<file path="src/rtl/uart_pix_pack.sv">
// Packs UART byte pairs into zero-extended RGB565 FIFO words and counts pixels per frame.
// Optional frame header sync (0x55, 0xAA) is built when UART_SYNC_HDR_EN is defined.
module uart_pix_pack #(
    parameter int FRAME_PIX   = 130560,
    parameter int TIMEOUT_CYC = 50000
) (
    input  logic        sclk,
    input  logic        s_rst,
    input  logic [7:0]  rx_data,
    input  logic        rx_flag,
    output logic [23:0] pix_data,
    output logic        pix_vld,
    output logic        frame_done,
    output logic        byte_err,
    output logic [16:0] pix_cnt
);

    localparam int TW = (TIMEOUT_CYC > 2) ? $clog2(TIMEOUT_CYC) : 1;
    localparam logic [TW-1:0] TMR_TC   = TW'(TIMEOUT_CYC - 1);
    localparam logic [16:0]   CNT_LAST = 17'(FRAME_PIX - 1);

`ifdef UART_SYNC_HDR_EN
    typedef enum logic [1:0] {HDR0 = 2'd0, HDR1 = 2'd1, HI = 2'd2, LO = 2'd3} state_t;
    localparam state_t START = HDR0;
`else
    typedef enum logic [1:0] {HI = 2'd0, LO = 2'd1} state_t;
    localparam state_t START = HI;
`endif

    state_t        state, state_nxt;
    logic [7:0]    hi_reg, hi_nxt;
    logic [TW-1:0] timer, timer_nxt;
    logic [23:0]   pix_data_nxt;
    logic [16:0]   pix_cnt_nxt;
    logic          pix_vld_nxt, frame_done_nxt, byte_err_nxt;
    logic          tmr_tc;

    assign tmr_tc = (timer == TMR_TC);

    // Control registers: state, timer and all strobes/counters
    always_ff @(posedge sclk) begin
        if (s_rst) begin
            state      <= START;
            timer      <= '0;
            pix_data   <= 24'h0;
            pix_vld    <= 1'b0;
            frame_done <= 1'b0;
            byte_err   <= 1'b0;
            pix_cnt    <= 17'd0;
        end else begin
            state      <= state_nxt;
            timer      <= timer_nxt;
            pix_data   <= pix_data_nxt;
            pix_vld    <= pix_vld_nxt;
            frame_done <= frame_done_nxt;
            byte_err   <= byte_err_nxt;
            pix_cnt    <= pix_cnt_nxt;
        end
    end

    // High-byte holding register; only meaningful while in LO
    always_ff @(posedge sclk) begin
        hi_reg <= hi_nxt;
    end

    always_comb begin
        state_nxt      = state;
        hi_nxt         = hi_reg;
        timer_nxt      = '0;
        pix_data_nxt   = pix_data;
        pix_vld_nxt    = 1'b0;
        frame_done_nxt = 1'b0;
        byte_err_nxt   = 1'b0;
        pix_cnt_nxt    = pix_cnt;

        case (state)
`ifdef UART_SYNC_HDR_EN
            HDR0: begin
                if (rx_flag && rx_data == 8'h55) begin
                    state_nxt = HDR1;
                end
            end
            HDR1: begin
                if (rx_flag) begin
                    if (rx_data == 8'hAA) begin
                        state_nxt = HI;
                    end else if (rx_data != 8'h55) begin
                        state_nxt = HDR0;
                    end
                end else if (tmr_tc) begin
                    byte_err_nxt = 1'b1;
                    state_nxt    = HDR0;
                end else begin
                    timer_nxt = timer + 1'b1;
                end
            end
`endif
            HI: begin
                if (rx_flag) begin
                    hi_nxt    = rx_data;
                    state_nxt = LO;
                end
            end
            LO: begin
                // An accepted byte takes priority over a simultaneous timeout
                if (rx_flag) begin
                    pix_data_nxt = {8'h00, hi_reg, rx_data};
                    pix_vld_nxt  = 1'b1;
                    state_nxt    = HI;
                    if (pix_cnt == CNT_LAST) begin
                        frame_done_nxt = 1'b1;
                        pix_cnt_nxt    = 17'd0;
                        state_nxt      = START;
                    end else begin
                        pix_cnt_nxt = pix_cnt + 17'd1;
                    end
                end else if (tmr_tc) begin
                    byte_err_nxt = 1'b1;
                    hi_nxt       = 8'h00;
                    state_nxt    = HI;
                end else begin
                    timer_nxt = timer + 1'b1;
                end
            end
            default: begin
                state_nxt = START;
            end
        endcase
    end

endmodule

</file>
<file path="config.mk">
export PLATFORM = sky130hd
export DESIGN_NAME = uart_pix_pack
export DESIGN_NICKNAME = d
export VERILOG_FILES = /design/src/rtl/uart_pix_pack.sv
export SDC_FILE = /design/constraint.sdc
export NUM_CORES = 1
export LEC_CHECK = 0
export ABC_AREA = 1
export CORE_ASPECT_RATIO = 1.25
export CORE_MARGIN = 2
export CORE_UTILIZATION = 39
export DETAILED_ROUTE_END_ITERATION = 10
export GPL_TIMING_DRIVEN = 0
export SETUP_SLACK_MARGIN = 0.5
export SYNTH_ARGS = -nofsm -noshare
export SYNTH_HDL_FRONTEND = slang
export SYNTH_SLANG_ARGS = --single-unit
</file>
<file path="constraint.sdc">
create_clock -name sclk -period 2.3 [get_ports sclk]
set_input_delay 0.46 -clock sclk [delete_from_list [all_inputs] [get_ports sclk]]
set_output_delay 0.46 -clock sclk [all_outputs]
set_load 0.005 [all_outputs]
</file>
# Yosys cells after proc, flatten, opt, wreduce, memory -nomap -nowiden
# Cells that the tools add are included.
# op_classes
n_addsub	2
multipliers	0
div_mod_pow	0
n_lt_le_gt_ge	0
n_eq_ne	7
n_shift	0
mux	12
bitwise_logic	2
reduce_logical	9
# op_table
op	count
$mux 8	3
$add 17x1->17 const B	1
$eq 17x17->1 const B	1
$mux 17	1
$add 16x1->16 const B	1
$eq 16x16->1 const B	1
$pmux 8 s2	1
$mux 2	3
$ne 2x2->1 const B	3
$reduce_or 3->1	2
$pmux 2 s2	1
$reduce_and 2->1	2
$reduce_and 4->1	1
$reduce_or 4->1	1
$mux 1	3
$ne 3x3->1 const B	1
$eq 2x1->1 const B	1
$logic_not 2->1	1
$not 1->1	2
$reduce_bool 2->1	1
$reduce_or 2->1	1
# word_totals
regBits	62
latchBits	0
ram_bits	0
mem_bits_ro	0
inputBits	11
out_inout_bits	44
elab_cells	40
memories	0

# Depth between registers and ports, before layout
# Gate-level depths: netlist (run 1).
# depth
depth_word	4
ltp_mapped	10
ltp_nobuf	10

# Least setup slack after synthesis (run 1)
# No wires, ideal clock.
# synth_path
path_type	register -> register
start	reg timer[0]
end	reg hi_reg[0], enable pin
setup_ns	0.384
arrival_time_ns	1.688
required_ns	1.916
setup_slack_ns	0.228
path_stages_with_launch	8
n_path_buf	0
period_less_slack_ns	2.072
path_cell_list	dfxtp_1 ha_1 nand2_2 nor2_4 inv_2 nor2_2 nand3_2 o21ai_0
# synth_between
elab_chain_cells	3
# synth_rtl
item	line_no	source
from (decl)	32	logic [TW-1:0] timer, timer_nxt;
from (signal assigned)	52	timer <= timer_nxt;
$eq 16x16->1	38	assign tmr_tc = (timer == TMR_TC);
$ne 2x2->1 (no line)	--	
$reduce_and 4->1 (no line)	--	
to (signal assigned)	63	hi_reg <= hi_nxt;
to (decl)	31	logic [7:0] hi_reg, hi_nxt;
# No other way between the ends.
# A chain may end at the register's enable or synchronous reset.

# Worst setup path in the final report (run 1)
# layout_path
start	reg pix_cnt[6]
end	out pix_cnt[6]
# layout_rtl
item	line_no	source
from (decl)	15	output logic [16:0] pix_cnt
from (signal assigned)	57	pix_cnt <= pix_cnt_nxt;
# No word-level cell between the ends.

==> metrics, run 1 <==
result of the run=finished, final reports clean; fraction of registers with async set or reset after synthesis=0%; Register-to-Register Path Depth=7; H-tree lvl count=3; overall via count from detail_route=~2500; number of clock sinks seen by CTS=between 60 and 70; worst-case hold path end point=timer[0]; Setup Viol. Count Final=0; initial antenna violation count=0; sequential cell area=approximately 0.0013 mm2; final-report hold violation count=0; number of synthesized register bits=61; endpoint of the worst register-to-register path=hi_reg[3]; drt first pass iters=4; area leader, netlist=dfxtp_1; clock edge transition at the registers on the reported setup and hold paths=about 0.070 ns; final antenna-violating net count=0; count of yosys warnings during synthesis=0; launch instance of the worst min-delay path=timer[0]; total core area=~0.007 mm2; Slowest cell on crit path=clkdlybuf4s50_1; area of all placed cells without fillers=approximately 0.0036 mm2; sequential fraction of the synthesis area=a little under half; proportion of layout cells with a drive suffix above 1=approximately 15%; unique cell type count in the Yosys netlist=31; Starting DRT DRC Count=between 100 and 150; height of the die=slightly below 100 um; dominant delay contributor by cell family on the critical path=buffers and inverters; number of global-route vias before repair=around 2300; headroom to the max-slew limit=between 60% and 70%; MaxCap Viol Count=0; total congestion overflow=0; Inserted Diodes=0; clock period minus worst slack=~1.8 ns; Synth top area share=37.8%; cell-by-cell trace of the critical path=clkdlybuf4s50_1; classification of the worst setup path=reg2out; site row count=34; Static Leak=approximately 0.0013 uW; cell area after synthesis=0.00281 mm2; CTS buffer count=9; starting density of the core=40.2%; number of flip-flops in the largest register=17; CP startpoint kind=flip-flop; maximum number of pins on one net before global-route repair=12; number of nets in the layout=449; hold buffers post-CTS=0; sum of net half-perimeters after detailed placement=approximately 4.6 mm; Worst Clk Skew=around 0.012 ns; most frequent cells after synthesis=72 x nor2_1, 63 x nand2_1, 53 x dfxtp_1; Slew @ Worst Pin=0.516 ns; fillcell total=roughly 700; reg2reg setup slack=0.63 ns; combined area of the multi-input logic cells=between 0.001 and 0.0015 mm2; worst-path maximum fanout=5; buffers from clock root to sink, at most=2; gpl congestion=approximately 0.85; required time of the worst setup path=around 1.8 ns; register containing the most flip-flops in the final layout=pix_cnt; Post-Synthesis Mean Instance Area=roughly 7.6 um2; global-route wire length before repair=~11 mm; average wire per cell in the routed design=between 10 and 15 um; horizontal die dimension=79.9 um; CP Buf/Inv Count=1; final-layout setup total negative slack=0 ns; fmax=570 MHz; instance count along the most critical hold path=1; DRC viols=0; Cells after Synth=around 370; instance area at placement=0.00341 mm2; start of the worst register-to-register path=timer[0]; number of flops mapped to enable cells by yosys=8; Port Buffers=46; final wirelength=about 6.2 mm; synthesis-to-finish area growth=29.3%; critical path capture point type=output pin; slowest cell delay on critical path=0.54 ns; Via density=between 4 and 5; worst-skew pair later-pin latency=approximately 0.34 ns; setup repair after global routing missed its margin=false; part of the cycle the worst path needs=76.3%; Min-Delay Path Class=reg2reg; Main synth FF type=dfxtp_1; clock tree from TritonCTS=done; power per cell area=~600 mW/mm2; Top Registers=pix_cnt: 17 flops, pix_data: 16 flops, timer: 16 flops; die footprint=around 0.0079 mm2; peak supply drop=roughly 440 uV; Global Route Usage Sum=around 17%; count of final max-slew check failures=0; Worst Path Arrival=1.29 ns; leading cell types by total area after synthesis=dfxtp_1 38%, nor2_1 9.6%, edfxtp_1 8.6%, nand2_1 8.4%, inv_1 5.2%; # IOs=55; library cell with the highest instance count after synthesis=nor2_1; root buf cell=clkbuf_8
## repair_timing
action / CTS / global route
setup buffers: 1 / 0
setup endpoints to repair: 10 / 17
pin swaps: 2 / 1
resized for setup: 3 / 9
## worst reg2reg max path, cell delays in order, from the launching register on
cell     delay (ns)
dfxtp_2        0.36
ha_2           0.20
nand2_2        0.09
nor2_4         0.13
inv_2          0.04
nor2_2         0.10
nand3_2        0.13
o21ai_4        0.30
## through the flow
stage	cells	util (%)	hold WS [ns]	setup WS, ns	total power [uW]
6_report	531	52.0	0.433	0.546	2210
3_5_place_dp	514	48.9	0.462	0.163	1320
2_1_floorplan	378	-	0.439	0.612	1240
3_3_place_gp	514	48.9	0.454	0.155	1310
4_1_cts	531	51.7	0.478	0.506	2230
5_1_grt	531	52.0	0.445	0.502	2310
## cells by family after synthesis
group / Yosys count / synth area share, %
AO/OA/AOI/OAI: 46 / 8.83
XOR/XNOR: 11 / 3.43
adder cells (fa/ha/maj): 2 / 0.892
buffers and inverters: 59 / 9.99
flip-flops: 61 / 46.4
other: 1 / 0.134
AND/OR/NAND/NOR: 191 / 30.3
## layer usage
| metal | GRT usage (%) | share of wire, % | vias up |
|---|---|---|---|
| met5 | 0 | 0 | - |
| met4 | 8.47 | 2.0 | 0 |
| met3 | 3.21 | 3.3 | 12 |
| met2 | 29.1 | 49 | 46 |
| met1 | 20.5 | 46 | 1149 |
| li1 | - | - | 1295 |
## where the power goes
| part | internal, uW | switching [uW] |
|---|---|---|
| registers | 1110 | 15.3 |
| logic | 84.4 | 78.9 |
| clock network | 496 | 420 |
## layout by cell type, fill, tap and decap left out, types with 4 or more instances in the layout
cell type	instances
a21oi_1	19
conb_1	8
nand2_1	63
nand3_1	20
clkdlybuf4s50_1	46
buf_2	4
dfxtp_1	46
buf_4	9
edfxtp_1	8
nand2_2	4
clkbuf_8	9
clkbuf_1	6
nor2_1	70
nor3_1	4
xor2_1	5
xnor2_1	6
dfxtp_2	7
inv_1	39
o21ai_0	21
nand4_1	10
nor2_2	10
## worst max-delay path by stage
stage	from	endpoint	depth (start not counted)
floorplan	timer[0]	hi_reg[0]	7
global placement	rx_flag	pix_cnt[13]	8
detailed placement	rx_flag	pix_cnt[13]	8
CTS	pix_cnt[2]	pix_cnt[2]	1
global route	timer[1]	hi_reg[3]	7
finish	pix_cnt[6]	pix_cnt[6]	1
## area by class of cell
class,count,share of cell area (%)
Clock inverter,5,1.45
Buffer,18,3.48
Multi-Input combinational cell,258,35.1
Tap cell,90,3.10
Inverter,41,4.24
Timing Repair Buffer,47,12.9
Clock buffer,11,3.62
Sequential cell,61,36.1
No activity file was read; power rests on OpenSTA's default activity.
==> run 2: changes to the inputs <==
==> constraint.sdc (replaced) <==
create_clock -name sclk -period 1.7 [get_ports sclk]
set_input_delay 0.34 -clock sclk [delete_from_list [all_inputs] [get_ports sclk]]
set_output_delay 0.34 -clock sclk [all_outputs]
set_load 0.005 [all_outputs]
==> run 2 against run 1 <==
Effect of this change: total power grew 40%; routed wire length grew 23%; utilization grew 9.3 points; worst hold slack gained 0.035 ns; critical path type is now reg2reg.
==> metrics, run 2 (synthesized netlist as in run 1, its figures left out) <==
gpl congestion=between 0.8 and 0.9; number of nets in the layout=~500; part of the cycle the worst path needs=around nine tenths; H-tree lvl count=3; Inserted Diodes=0; drt first pass iters=4; root buf cell=clkbuf_8; DRC viols=0; global-route wire length before repair=11.3 mm; cell-by-cell trace of the critical path=ha_4 > nand2_4 > nor2_4 > inv_2 > nor2_2 > nand3_2 > o21ai_4; sum of net half-perimeters after detailed placement=between 4 and 5 mm; clock edge transition at the registers on the reported setup and hold paths=about 0.07 ns; instance count along the most critical hold path=2; height of the die=between 90 and 100 um; Slew @ Worst Pin=between 0.4 and 0.5 ns; dominant delay contributor by cell family on the critical path=simple AND/OR/NAND/NOR gates; starting density of the core=about two fifths; classification of the worst setup path=reg2reg; die footprint=just under 0.008 mm2; count of final max-slew check failures=0; horizontal die dimension=~80 um; CP Buf/Inv Count=1; setup repair after global routing missed its margin=true; buffers from clock root to sink, at most=2; reg2reg setup slack=approximately 0.19 ns; synthesis-to-finish area growth=52.5%; Via density=between 4 and 5; worst-path maximum fanout=8; overall via count from detail_route=around 2800; fmax=661 MHz; slowest cell delay on critical path=~0.36 ns; worst-case hold path end point=pix_data[14]; initial antenna violation count=0; endpoint of the worst register-to-register path=hi_reg[3]; headroom to the max-slew limit=about two thirds; final-report hold violation count=0; sequential cell area=0.00137 mm2; start of the worst register-to-register path=timer[0]; Starting DRT DRC Count=108; Slowest cell on crit path=dfxtp_4; final wirelength=roughly 7.6 mm; launch instance of the worst min-delay path=pix_data[14]; CTS buffer count=9; Port Buffers=46; hold buffers post-CTS=0; critical path capture point type=flip-flop; final antenna-violating net count=0; # IOs=between 50 and 60; Worst Clk Skew=0.00921 ns; Top Registers=pix_cnt: 17 flops, pix_data: 16 flops, timer: 16 flops; average wire per cell in the routed design=around 13 um; commonest non-fill, non-tap cells in the layout=60 x nor2_1, 57 x nand2_1, 36 x inv_1; Setup Viol. Count Final=0; peak supply drop=between 500 and 600 uV; clock tree from TritonCTS=done; proportion of layout cells with a drive suffix above 1=between 40 and 50%; combined area of the multi-input logic cells=0.00155 mm2; power per cell area=721 mW/mm2; commonest non-fill, non-tap cell in the layout=nor2_1; clock period minus worst slack=1.51 ns; Global Route Usage Sum=between 10% and 20%; total core area=approximately 0.007 mm2; number of flip-flops in the largest register=17; total power of the final layout=~3000 uW; maximum number of pins on one net before global-route repair=13; MaxCap Viol Count=0; number of clock sinks seen by CTS=61; required time of the worst setup path=1.73 ns; number of global-route vias before repair=approximately 2500; Worst Path Arrival=~1.6 ns; Register-to-Register Path Depth=7; final-layout setup total negative slack=0 ns; CP startpoint kind=flip-flop; worst-skew pair later-pin latency=around 0.35 ns; final hold slack=0.468 ns; Min-Delay Path Class=reg2reg; result of the run=finished, final reports clean; fillcell total=~630; site row count=34; total congestion overflow=0; register containing the most flip-flops in the final layout=pix_cnt; Static Leak=between 0.0015 and 0.002 uW
[run 2: layout make-up]
cell class / count / area share, %
Buffer: 18 / 3.42
Clock buffer: 9 / 2.89
Clock inverter: 7 / 1.73
Inverter: 41 / 3.71
Multi-Input combinational cell: 259 / 36.2
Sequential cell: 61 / 32.1
Tap cell: 90 / 2.63
Timing Repair Buffer: 92 / 17.4
[run 2: per-stage QoR]
step | util, % | worst slack, ns | cell area, um2 | instances
after floorplan | - | 0.137 | 2950 | 378
after global placement | 50.5 | -0.284 | 3520 | 514
after detailed placement | 50.5 | -0.269 | 3520 | 514
after CTS | 57.7 | 0.203 | 4030 | 568
after global routing | 61.3 | 0.0933 | 4280 | 577
final | 61.3 | 0.187 | 4280 | 577
[run 2: worst max path at each step]
stage | depth (start not counted) | startpoint | end | slack, ns
after floorplan | 7 | timer[0] | hi_reg[0] | 0.14
after global placement | 8 | rx_flag | pix_cnt[13] | -0.28
after detailed placement | 8 | rx_flag | pix_cnt[13] | -0.27
after CTS | 7 | timer[0] | hi_reg[0] | 0.20
after global routing | 7 | timer[0] | hi_reg[4] | 0.09
final | 7 | timer[0] | hi_reg[3] | 0.19
[run 2: timing repair]
action	in CTS	in global routing
resized for setup	198	58
hold endpoints to repair	0	0
gates cloned	1	1
buffers inserted	37	8
setup endpoints to repair	94	65
pin swaps	14	23
[run 2: layer usage]
| metal | up-vias | part of all wire [%] | track usage [%] |
|---|---|---|---|
| li1 | 1400 | - | - |
| met1 | 1292 | 41 | 20.5 |
| met2 | 53 | 53 | 33.0 |
| met3 | 19 | 3.6 | 3.39 |
| met4 | 0 | 2.8 | 9.91 |
| met5 | - | 0 | 0 |
[run 2: power breakdown]
part / total, uW / switching (uW) / internal, uW
sequential: 1510 / 19.0 / 1500
clock: 1320 / 634 / 683
combinational: 252 / 132 / 120
[run 2: worst min-delay path: stages, from the launching register on]
cell     delay, ns
dfxtp_2       0.32
nor2_1        0.04
nor2_1        0.08
==> run 3: changes to the inputs <==
--- a/config.mk
+++ b/config.mk
@@ -10,6 +10,7 @@
 export CORE_MARGIN = 2
 export CORE_UTILIZATION = 39
 export DETAILED_ROUTE_END_ITERATION = 10
+export GPL_ROUTABILITY_DRIVEN = 0
 export GPL_TIMING_DRIVEN = 0
 export SETUP_SLACK_MARGIN = 0.5
 export SYNTH_ARGS = -nofsm -noshare
==> results of run 3 <==
No change in the layout: final DEF, timing and power equal those of run 2.
